## src/rtl/idu_fetch_queue.sv

```systemverilog
// Fetch-to-decode instruction queue: 1-cycle enqueue-to-output latency, no bypass.
// Stall is absorbed by occupancy; in_ready drops when a full fetch bundle would not fit.
`ifndef INST_ADDR_WIDTH
`define INST_ADDR_WIDTH 32
`endif

module idu_fetch_queue #(
  parameter int FETCH_WIDTH     = 2,
  parameter int DECODE_WIDTH    = 2,
  parameter int DEPTH           = 8,
  parameter int INST_ADDR_WIDTH = `INST_ADDR_WIDTH,
  localparam int CW = $clog2(FETCH_WIDTH + 1),
  localparam int DW = $clog2(DECODE_WIDTH + 1),
  localparam int OW = $clog2(DEPTH + 1),
  localparam int PW = $clog2(DEPTH)
) (
  input  logic                                          clk,
  input  logic                                          reset,
  input  logic                                          flush,
  input  logic                                          in_valid,
  input  logic [CW-1:0]                                 in_count,
  input  logic [FETCH_WIDTH-1:0][31:0]                  in_instr,
  input  logic [INST_ADDR_WIDTH-1:0]                    in_pc,
  output logic                                          in_ready,
  output logic [DECODE_WIDTH-1:0]                       out_valid,
  output logic [DECODE_WIDTH-1:0][31:0]                 out_instr,
  output logic [DECODE_WIDTH-1:0][INST_ADDR_WIDTH-1:0]  out_pc,
  input  logic [DW-1:0]                                 deq_count,
  output logic [OW-1:0]                                 occupancy,
  output logic                                          full,
  output logic                                          empty
);

  logic [31:0]                mem_instr [DEPTH];
  logic [INST_ADDR_WIDTH-1:0] mem_pc    [DEPTH];

  logic [PW-1:0] head;
  logic [PW-1:0] tail;
  logic [OW-1:0] occ;

  logic [OW-1:0] free_slots;
  logic [OW-1:0] in_n;
  logic [OW-1:0] enq_n;
  logic [OW-1:0] vld_n;
  logic [OW-1:0] req_n;
  logic [OW-1:0] deq_n;
  logic          enq;

  // Status comes only from registered occupancy so in_ready never depends on deq_count.
  assign occupancy  = occ;
  assign full       = (occ == OW'(DEPTH));
  assign empty      = (occ == '0);
  assign free_slots = OW'(DEPTH) - occ;
  assign in_ready   = (free_slots >= OW'(FETCH_WIDTH));

  assign in_n  = (in_count > CW'(FETCH_WIDTH)) ? OW'(FETCH_WIDTH) : OW'(in_count);
  assign enq   = in_valid & in_ready & ~flush;
  assign enq_n = enq ? in_n : '0;

  // Decode may ask for more lanes than are valid; clamp so head never passes tail.
  assign vld_n = (occ > OW'(DECODE_WIDTH)) ? OW'(DECODE_WIDTH) : occ;
  assign req_n = OW'(deq_count);
  assign deq_n = flush ? '0 : ((req_n > vld_n) ? vld_n : req_n);

  always_ff @(posedge clk or posedge reset) begin
    if (reset) begin
      head <= '0;
      tail <= '0;
      occ  <= '0;
    end else if (flush) begin
      head <= '0;
      tail <= '0;
      occ  <= '0;
    end else begin
      head <= head + PW'(deq_n);
      tail <= tail + PW'(enq_n);
      occ  <= occ + enq_n - deq_n;
    end
  end

  // Entry storage is deliberately left unreset; validity is tracked by occupancy alone.
  always_ff @(posedge clk) begin
    for (int i = 0; i < FETCH_WIDTH; i++) begin
      if (OW'(i) < enq_n) begin
        mem_instr[tail + PW'(i)] <= in_instr[i];
        mem_pc[tail + PW'(i)]    <= in_pc + INST_ADDR_WIDTH'(4 * i);
      end
    end
  end

  always_comb begin
    out_valid = '0;
    out_instr = '0;
    out_pc    = '0;
    for (int j = 0; j < DECODE_WIDTH; j++) begin
      if (OW'(j) < occ) begin
        out_valid[j] = 1'b1;
        out_instr[j] = mem_instr[head + PW'(j)];
        out_pc[j]    = mem_pc[head + PW'(j)];
      end
    end
  end

endmodule

```

## config.mk

```make
export PLATFORM = sky130hd
export DESIGN_NAME = idu_fetch_queue
export DESIGN_NICKNAME = d
export VERILOG_FILES = /design/src/rtl/idu_fetch_queue.sv
export SDC_FILE = /design/constraint.sdc
export NUM_CORES = 1
export LEC_CHECK = 0
export CORE_UTILIZATION = 34
export DETAILED_ROUTE_END_ITERATION = 12
export GPL_ROUTABILITY_DRIVEN = 1
export SYNTH_ARGS = -nofsm -noshare
export SYNTH_HDL_FRONTEND = slang
export SYNTH_SLANG_ARGS = --single-unit
```

## constraint.sdc

```tcl
create_clock -name clk -period 10.4 [get_ports clk]
set_input_delay 2.6 -clock clk [delete_from_list [all_inputs] [get_ports clk]]
set_output_delay 2.6 -clock clk [all_outputs]
set_load 0.005 [all_outputs]
```

==> impl_metrics.yaml, run 1 <==
synth:
  ys.flop_type: "edfxtp_1"
  yosys_warnings: 0
  synth_cells: 2801
  ys_top_cells_by_count: "1,009 x nand2_1, 512 x edfxtp_1, 256 x mux4_2, 217 x nor2_1, 134 x xor2_1"
  synth_cell_type_count: 52
  netlist_area_mm2: 0.0316
  synth_top_area_share: 0.486
  syn_nets: 2923
  ys_ff_latch: 522
  ys_seq_area_frac: 0.494
  async_reset_ff_frac: 0.0192
  avgSynthCellArea_um2: 11.3
  ys_top_cells_by_area: "edfxtp_1 49%, mux4_2 18%, nand2_1 12%"
  yosysMostFrequentCell: "nand2_1"
  synth-edff-count: 512
  synth_area_leader_cell: "edfxtp_1"
grt:
  grt_max_degree: 71
  antenna_found_initial: 12
  grt_pass1_vias: 22400
  grt_usage: 0.220
  grt_pass1_wl_um: 152000
  overflow: 0
place:
  dp_hpwl_um: 60600
  numPortBuffers: 240
  placed_cell_area_mm2: 0.0347
  gp_congestion: 0.787
cts:
  htree_levels: 2
  cts_tree: "yes"
  clk_latency_ps: 650
  hold_buffers: 0
  cts_num_sinks: 522
  ctsResizeCount: 0
  numCtsBuffers: 57
  clockBufferDepth: 3
  postCtsSetupBuffers: 0
  path_clk_slew_ps: 60
  root_buffer: "clkbuf_16"
pwr:
  p_sw_mw: 2.95
  p_comb_frac: 0.452
  p_sw_frac: 0.339
  power.internal_mw: 5.74
  p_leak_nw: 12.7
  vdd_drop_max_v: 0.000212
  power_density_mw_per_mm2: 237
  clockPowerShare: 0.257
  seqPwrFrac: 0.292
routing:
  wl_met1_um: 42100
  antenna_left: 0
  drt_first_pass_iters: 8
  drcViolationCount: 0
  wl_per_cell_um: 25.1
  drtIter0Drc: 2274
  wl_met2_um: 50800
  wl_um: 104000
  via_per_inst: 5.36
  vias: 22300
  routed-wl-met3_um: 8640
  highest_layer: "met5"
layout:
  area_growth_pct: 16.1
  register_area_mm2: 0.0156
  fillerInstances: 8696
  post-route-util: 0.399
  layout-drive-gt1-share: 0.150
  multi_input_area_mm2: 0.0147
  fin_nets: 2988
  final_design_area_no_fill_mm2: 0.0367
timing:
  setup-tns-final_ps: 0
  fin_crit_sh: 0.696
  clock_skew_ps: 30.1
  setup_violations: 0
  rsz0062_at_grt: "no"
  slew_headroom: 0.223
  drv_slew: 0
  clock.fmax_mhz: 138
  final.min_clock_period_ps: 7240
  final-hold-violation-count: 0
  worstMarginPinSlew_ps: 1170
setup_path:
  crit_path_start_kind: "flip-flop"
  cp-end-kind: "output pin"
  critPathMaxFanout: 48
  arrival_ps: 4640
  worstSetupPathType: "flip-flop to output pin"
  required_ps: 7800
worst_hold_path:
  hp-class: "flip-flop to flip-flop"
outcome:
  status: "completed"
die:
  core_mm2: 0.0919
  dieHeight_um: 307
  num_rows: 111
  start_util: 0.344
  die_area_mm2: 0.0942
  die_w_um: 307
  ios: 241
job:
  maxCapViolCount: 0
power groups by stage:
stage          registers, mW  clock network, mW  logic [mW]
2_1_floorplan           2.53                  0        2.38
3_3_place_gp            2.57                  0        3.96
6_report                2.53               2.23        3.92
3_5_place_dp            2.58                  0        3.99
5_1_grt                 2.54               2.32        4.21
4_1_cts                 2.53               2.25        4.00
registers in the layout (all words and copies together) (netlist names):
signal     flops
mem_instr    256
mem_pc       256
head           3
tail           3
occupancy      4
layout make-up:
| cell class | count | area share |
|---|---|---|
| tap | 1243 | 0.0424 |
| timing repair buffer | 284 | 0.0745 |
| clock buffer | 66 | 0.0398 |
| antenna | 3 | 0.000205 |
| multi-input combinational | 1984 | 0.400 |
| clock inverter | 41 | 0.0157 |
| sequential | 522 | 0.426 |
| inverter | 17 | 0.00177 |
cell usage in the layout (no fill, tap or decap), types with 9 or more instances in the layout:
master | synthesis | final
a21oi_1 | 66 | 66
buf_4 | 41 | 44
bufinv_16 | 0 | 12
clkbuf_1 | 99 | 9
clkbuf_16 | 0 | 57
clkdlybuf4s50_1 | 0 | 240
clkinv_1 | 0 | 9
clkinv_2 | 0 | 10
edfxtp_1 | 512 | 512
ha_1 | 14 | 13
inv_1 | 15 | 14
mux2i_1 | 65 | 65
mux4_2 | 256 | 256
nand2_1 | 1009 | 1009
nand3_1 | 11 | 11
nand4_1 | 15 | 15
nor2_1 | 217 | 217
o21ai_0 | 14 | 10
xnor2_1 | 101 | 100
xor2_1 | 134 | 133
kinds of logic after synthesis:
family                   share of synthesized area
AO/OA/AOI/OAI                               0.0144
XOR/XNOR                                    0.0651
adder cells (fa/ha/maj)                    0.00807
buffers and inverters                       0.0464
flip-flops                                   0.494
multiplexers                                 0.203
other                                     0.000119
AND/OR/NAND/NOR                              0.169
critical path: stages (launching register included):
cell and delay [ps]:
dfrtp_4 640, ha_4 850, buf_4 900, mux4_2 390, nand2_1 60, a21oi_1 510
clkdlybuf4s50_1 620
stage by stage:
| stage | hold slack, ps | std cells | worst slack, ps | total power, mW |
|---|---|---|---|---|
| floorplan | 584 | 2801 | 293 | 4.91 |
| global placement | 628 | 4050 | 3680 | 6.54 |
| detailed placement | 648 | 4050 | 3640 | 6.56 |
| CTS | 663 | 4157 | 2970 | 8.79 |
| global route | 691 | 4159 | 2860 | 9.08 |
| finish | 668 | 4160 | 3160 | 8.68 |
worst paths after layout:
check,start,endpoint,slack [ps],cells after the start
setup / recovery,head[1]$_DFF_PP0_,out_instr[63],3160,6
hold / removal,tail[2]$_DFF_PP0_,tail[2]$_DFF_PP0_,670,2
setup reg to reg,occupancy[0]$_DFF_PP0_,mem_pc[3][26]$_DFFE_PP_,6170,8
hold reg to reg,tail[2]$_DFF_PP0_,tail[2]$_DFF_PP0_,670,2
max in group asynchronous,reset,head[1]$_DFF_PP0_,7690,2
min in group asynchronous,reset,occupancy[2]$_DFF_PP0_,2350,2
layer usage:
layer,GRT usage,vias to the layer above
met3,0.0402,194
met4,0.0634,16
met5,0,-
met1,0.288,11200
li1,-,9882
met2,0.372,1022
(Power assumes the default switching activity.)
==> run 2, diff against run 1 <==
- clock period: 10.4 -> 7 ns (I/O delays scaled with it)
==> impl_metrics.yaml, run 2 (same netlist as run 1, synthesis figures left out) <==
timing:
  rsz0062_at_grt: "no"
  fin_crit_sh: 0.875
  drv_slew: 0
  setup_violations: 0
  worstMarginPinSlew_ps: 1090
  clock_skew_ps: 32.2
  clock.fmax_mhz: 163
  final.min_clock_period_ps: 6120
  setup-tns-final_ps: 0
  slew_headroom: 0.271
  final-hold-violation-count: 0
layout:
  final_common_cell: "nand2_1"
  post-route-util: 0.398
  layout-drive-gt1-share: 0.147
  final_cell_count_no_fill: 4159
  final_design_area_no_fill_mm2: 0.0366
  area_growth_pct: 15.8
  fin_nets: 2989
  final_cell_mix: "1,009 x nand2_1, 512 x edfxtp_1, 256 x mux4_2"
grt:
  grt_pass1_vias: 22200
  grt_util_met3: 0.0367
  use_met2: 0.358
  busiest_layer: "met2"
  grt_usage: 0.211
  overflow: 0
  grt_max_degree: 126
  antenna_found_initial: 13
  use_met1: 0.267
  grt_pass1_wl_um: 146000
setup_path:
  cp-end-kind: "output pin"
  crit_path_start_kind: "flip-flop"
  rr_worst_depth: 15
  critPathMaxFanout: 65
  required_ps: 5250
  worstSetupPathType: "flip-flop to output pin"
  arrival_ps: 4370
job:
  maxCapViolCount: 0
cts:
  clockBufferDepth: 3
  root_buffer: "clkbuf_16"
  htree_levels: 2
  numCtsBuffers: 56
  clk_latency_ps: 630
  path_clk_slew_ps: 50
  cts_tree: "yes"
  ctsResizeCount: 0
  cts_num_sinks: 522
  hold_buffers: 0
  postCtsSetupBuffers: 0
routing:
  antenna_left: 0
  drcViolationCount: 0
  drt_first_pass_iters: 5
  wl_per_cell_um: 24.0
  via_per_inst: 5.28
  wl_um: 99900
  drtIter0Drc: 1939
  vias: 22000
place:
  numPortBuffers: 240
  placed_cell_area_mm2: 0.0348
  dp.cells: 4052
  dp_hpwl_um: 61400
  gp_congestion: 0.787
die:
  core_mm2: 0.0919
  num_rows: 111
  die_area_mm2: 0.0942
  die_w_um: 307
  start_util: 0.344
  dieHeight_um: 307
  ios: 241
pwr:
  p_leak_nw: 12.7
  power_density_mw_per_mm2: 346
  vdd_drop_max_v: 0.000400
outcome:
  status: "completed"
worst_hold_path:
  hp-class: "flip-flop to flip-flop"
  hold-path-cell-count: 2
-- run 2: through the flow --
step / setup slack (ps) / hold WS [ps] / total power, mW
after global placement: 1520 / 632 / 9.77
after CTS: 815 / 658 / 12.8
final: 878 / 652 / 12.7
after global routing: 582 / 703 / 13.3
after detailed placement: 1480 / 640 / 9.80
after floorplan: -252 / 584 / 7.28
-- run 2: worst max-delay path: stages (launching register included) --
cell	delay [ps]
dfrtp_4	830
buf_4	900
buf_4	610
mux4_2	570
mux2i_1	180
nor2_1	60
clkdlybuf4s50_1	460
-- run 2: final timing paths --
kind	startpoint	to	slack [ps]
min	tail[2]$_DFF_PP0_	tail[2]$_DFF_PP0_	650
min in group asynchronous	reset	head[2]$_DFF_PP0_	1440
min reg2reg	tail[2]$_DFF_PP0_	tail[2]$_DFF_PP0_	650
max in group asynchronous	reset	head[0]$_DFF_PP0_	5180
max	head[0]$_DFF_PP0_	out_instr[16]	880
max reg2reg	occupancy[2]$_DFF_PP0_	occupancy[3]$_DFF_PP0_	3040
-- run 2: final cells by class --
| type | instances | area (µm²) |
|---|---|---|
| fill | 8722 | 55300 |
| sequential | 522 | 15600 |
| multi-input combinational | 1984 | 14700 |
| timing repair buffer | 286 | 2850 |
| tap | 1243 | 1560 |
| clock buffer | 69 | 1490 |
| clock inverter | 35 | 333 |
| inverter | 17 | 65.1 |
| antenna | 3 | 7.51 |
-- run 2: where the power goes --
group,total (mW),internal [mW],switching (mW)
combinational,5.87,3.01,2.85
clock,3.02,1.73,1.29
sequential,3.78,3.61,0.172
-- run 2: routing by layer --
| layer | share of wire | vias up |
|---|---|---|
| met4 | 0.034 | 18 |
| met5 | 0.0012 | - |
| li1 | - | 9881 |
| met2 | 0.49 | 833 |
| met3 | 0.069 | 188 |
| met1 | 0.40 | 11000 |
==> variant: new RTL, config.mk and constraints of run 1 <==
The parameter `DEPTH` goes from 8 to 4.
--- a/src/rtl/idu_fetch_queue.sv
+++ b/src/rtl/idu_fetch_queue.sv
@@ -8,5 +8,5 @@
   parameter int FETCH_WIDTH     = 2,
   parameter int DECODE_WIDTH    = 2,
-  parameter int DEPTH           = 8,
+  parameter int DEPTH           = 4,
   parameter int INST_ADDR_WIDTH = `INST_ADDR_WIDTH,
   localparam int CW = $clog2(FETCH_WIDTH + 1),
Ports: changed (resized occupancy); port bits go from 241 to 240. The function was not compared with the original's and may differ.
==> variant against run 1 <==
- total power shrank 53%
- non-clock buffer count shrank 26
- hold slack gained 0.0066 ns
- sequential power shrank 45%
- critical path depth shrank 2
- count of clock-buffer cells in the layout shrank 27
- wire length shrank 56%
- design area shrank 46%
- setup slack gained 0.77 ns
- critical endpoint is now out_pc[31]
- via count shrank 49%
- synthesized area shrank 50%
- core utilization grew 2.6 points
- sequential cell count shrank 259
==> variant: results (changes against run 1) <==
Outcome
  • Status: finished, final reports clean

Synth
  • Commonest cells post-synth: 472 x nand2_1, 256 x edfxtp_1, 128 x mux4_2
  • Xor/xnor share of the synthesized area: 6.69% (+0.18 points)
  • Post-synthesis adder-cell area fraction: 1.11% (+0.31 points)
  • Post-synth EDFFs: 256 (-50%)
  • Post-synthesis sequential area ratio: 49.3% (-0.16 points)
  • Yosys cell types: 45 (-13%)
  • Ys async rst share: 2.66% (+0.75 points)
  • Synth Area in Compound Gates: 0.172% (-1.3 points)
  • Synth top area cells: edfxtp_1 48%, mux4_2 18%, nand2_1 11%
  • Syn Inst Count: 1386 (-51%)

Setup path
  • Crit path max-delay cell type: dfrtp_4
  • Critical Path Max Stage Delay: 0.94 ns (+0.04 ns)
  • Setup crit end: out_pc[31]
  • WP data arrival: 3.87 ns (-0.77 ns)
  • Reg2Reg Launch Point: occupancy[1]
  • Crit path max-delay family: buffers and inverters
  • Crit path max fanout: 71 (+48%)
  • Worst reg2reg path depth: 13 (+5)

Global route
  • Met1 Resource Use GR: 24.8% (-4.0 points)
  • Global Route Usage Sum: 19.2% (-2.8 points)
  • M3 GR Usage: 3.17% (-0.84 points)
  • First-pass GRT wire length: 68.2 mm (-55%)
  • Initial antenna violation count: 4 (-8)
  • Met2 global-route usage: 33.4% (-3.8 points)
  • Largest net degree at the start of global routing: 72 (+1.4%)

STA
  • Final Skew: 0.00824 ns (-0.0219 ns)
  • Period utilisation layout: 62.2% (-7.4 points)
  • Tightest Pin Transition: 1.23 ns (+0.0636 ns)

Power
  • P_leak: 6.84 nW (-46%)
  • Peak supply drop: 121 uV (-43%)

Placement
  • Cell area after placement: 0.0188 sq mm (-46%)
  • HPWL after DPL: 28.8 mm (-52%)
  • DP Worst Slack: 4.52 ns (+0.882 ns)
  • Dpl cells: 2140 (-47%)
  • Buffers on Ports: 239 (-0.42%)

Layout
  • Share of cells above drive strength 1: 14.1% (-0.91 points)
  • Filler instances: 4370 (-50%)
  • Post-layout nets: 1682 (-44%)

Min path
  • Hold Path End: occupancy[0]
  • Hold path start: occupancy[0]

Detailed routing
  • Drt via density: 5.13 (-4.1%)
  • Routed met3 length: 3.23 mm (-63%)
  • Router iterations before antenna repair: 5 (-3)
  • Routed wl met2: 23.0 mm (-55%)
  • WL final: 46.1 mm (-56%)

CTS
  • CTS Buf Count: 30 (-47%)
  • Clk_lat worst skew: 0.56 ns (-0.09 ns)
  • H-tree level count: 1 (-1)
  • Post-CTS Setup Bufs: 0 (unchanged)
## variant: cell types whose count changed in the layout (fill, tap and decap cells not counted), sizes merged, moves of 31 or more
| cell | change |
|---|---|
| a21oi | -65 |
| and2 | +53 |
| edfxtp | -256 |
| mux2i | -63 |
| mux4 | -128 |
| nand2 | -544 |
| nor2 | -152 |
| nor2b | +62 |
| xnor2 | -31 |
| xor2 | -82 |
## variant: power by group
group	internal, mW	leakage [nW]	total [mW]	switching [mW]
logic	1.00	3.98	1.74	0.743
clock network	0.564	0.444	0.986	0.423
registers	1.28	2.42	1.39	0.105
## variant: worst register-to-register path, stage by stage, from the launching register on
cell and delay (ns):
dfrtp_1 0.39, inv_1 0.12, nand2_1 0.12, inv_2 0.06, buf_4 0.69, ha_1 0.39, nor2b_1 0.13, o21ai_0 0.31
mux2i_1 0.33, nor2_1 0.08, fa_1 0.48, fa_1 0.45, xnor2_1 0.16, nor2_1 0.05
## variant: final cells by class
| class | count | area, sq um | share of cell area (%) |
|---|---|---|---|
| well taps | 607 | 759 | 3.85 |
| clock inverters | 15 | 91.3 | 0.463 |
| clock buffers | 39 | 806 | 4.08 |
| multi-input cells | 999 | 7610 | 38.6 |
| flip-flops and latches | 263 | 7870 | 39.9 |
| repair buffers | 258 | 2530 | 12.8 |
| diodes | 3 | 7.51 | 0.0380 |
| inverters | 13 | 48.8 | 0.247 |
## variant: logic make-up (layout without fill, tap and decap cells)
group,count (synthesis),count (layout)
buffers and inverters,124,325
muxes,130,130
and+or+nand+nor,729,729
xor gates and xnor gates,122,122
other,0,3
DFF,263,263
adders and majority gates,13,13
AOI/OAI and AO/OA,5,5
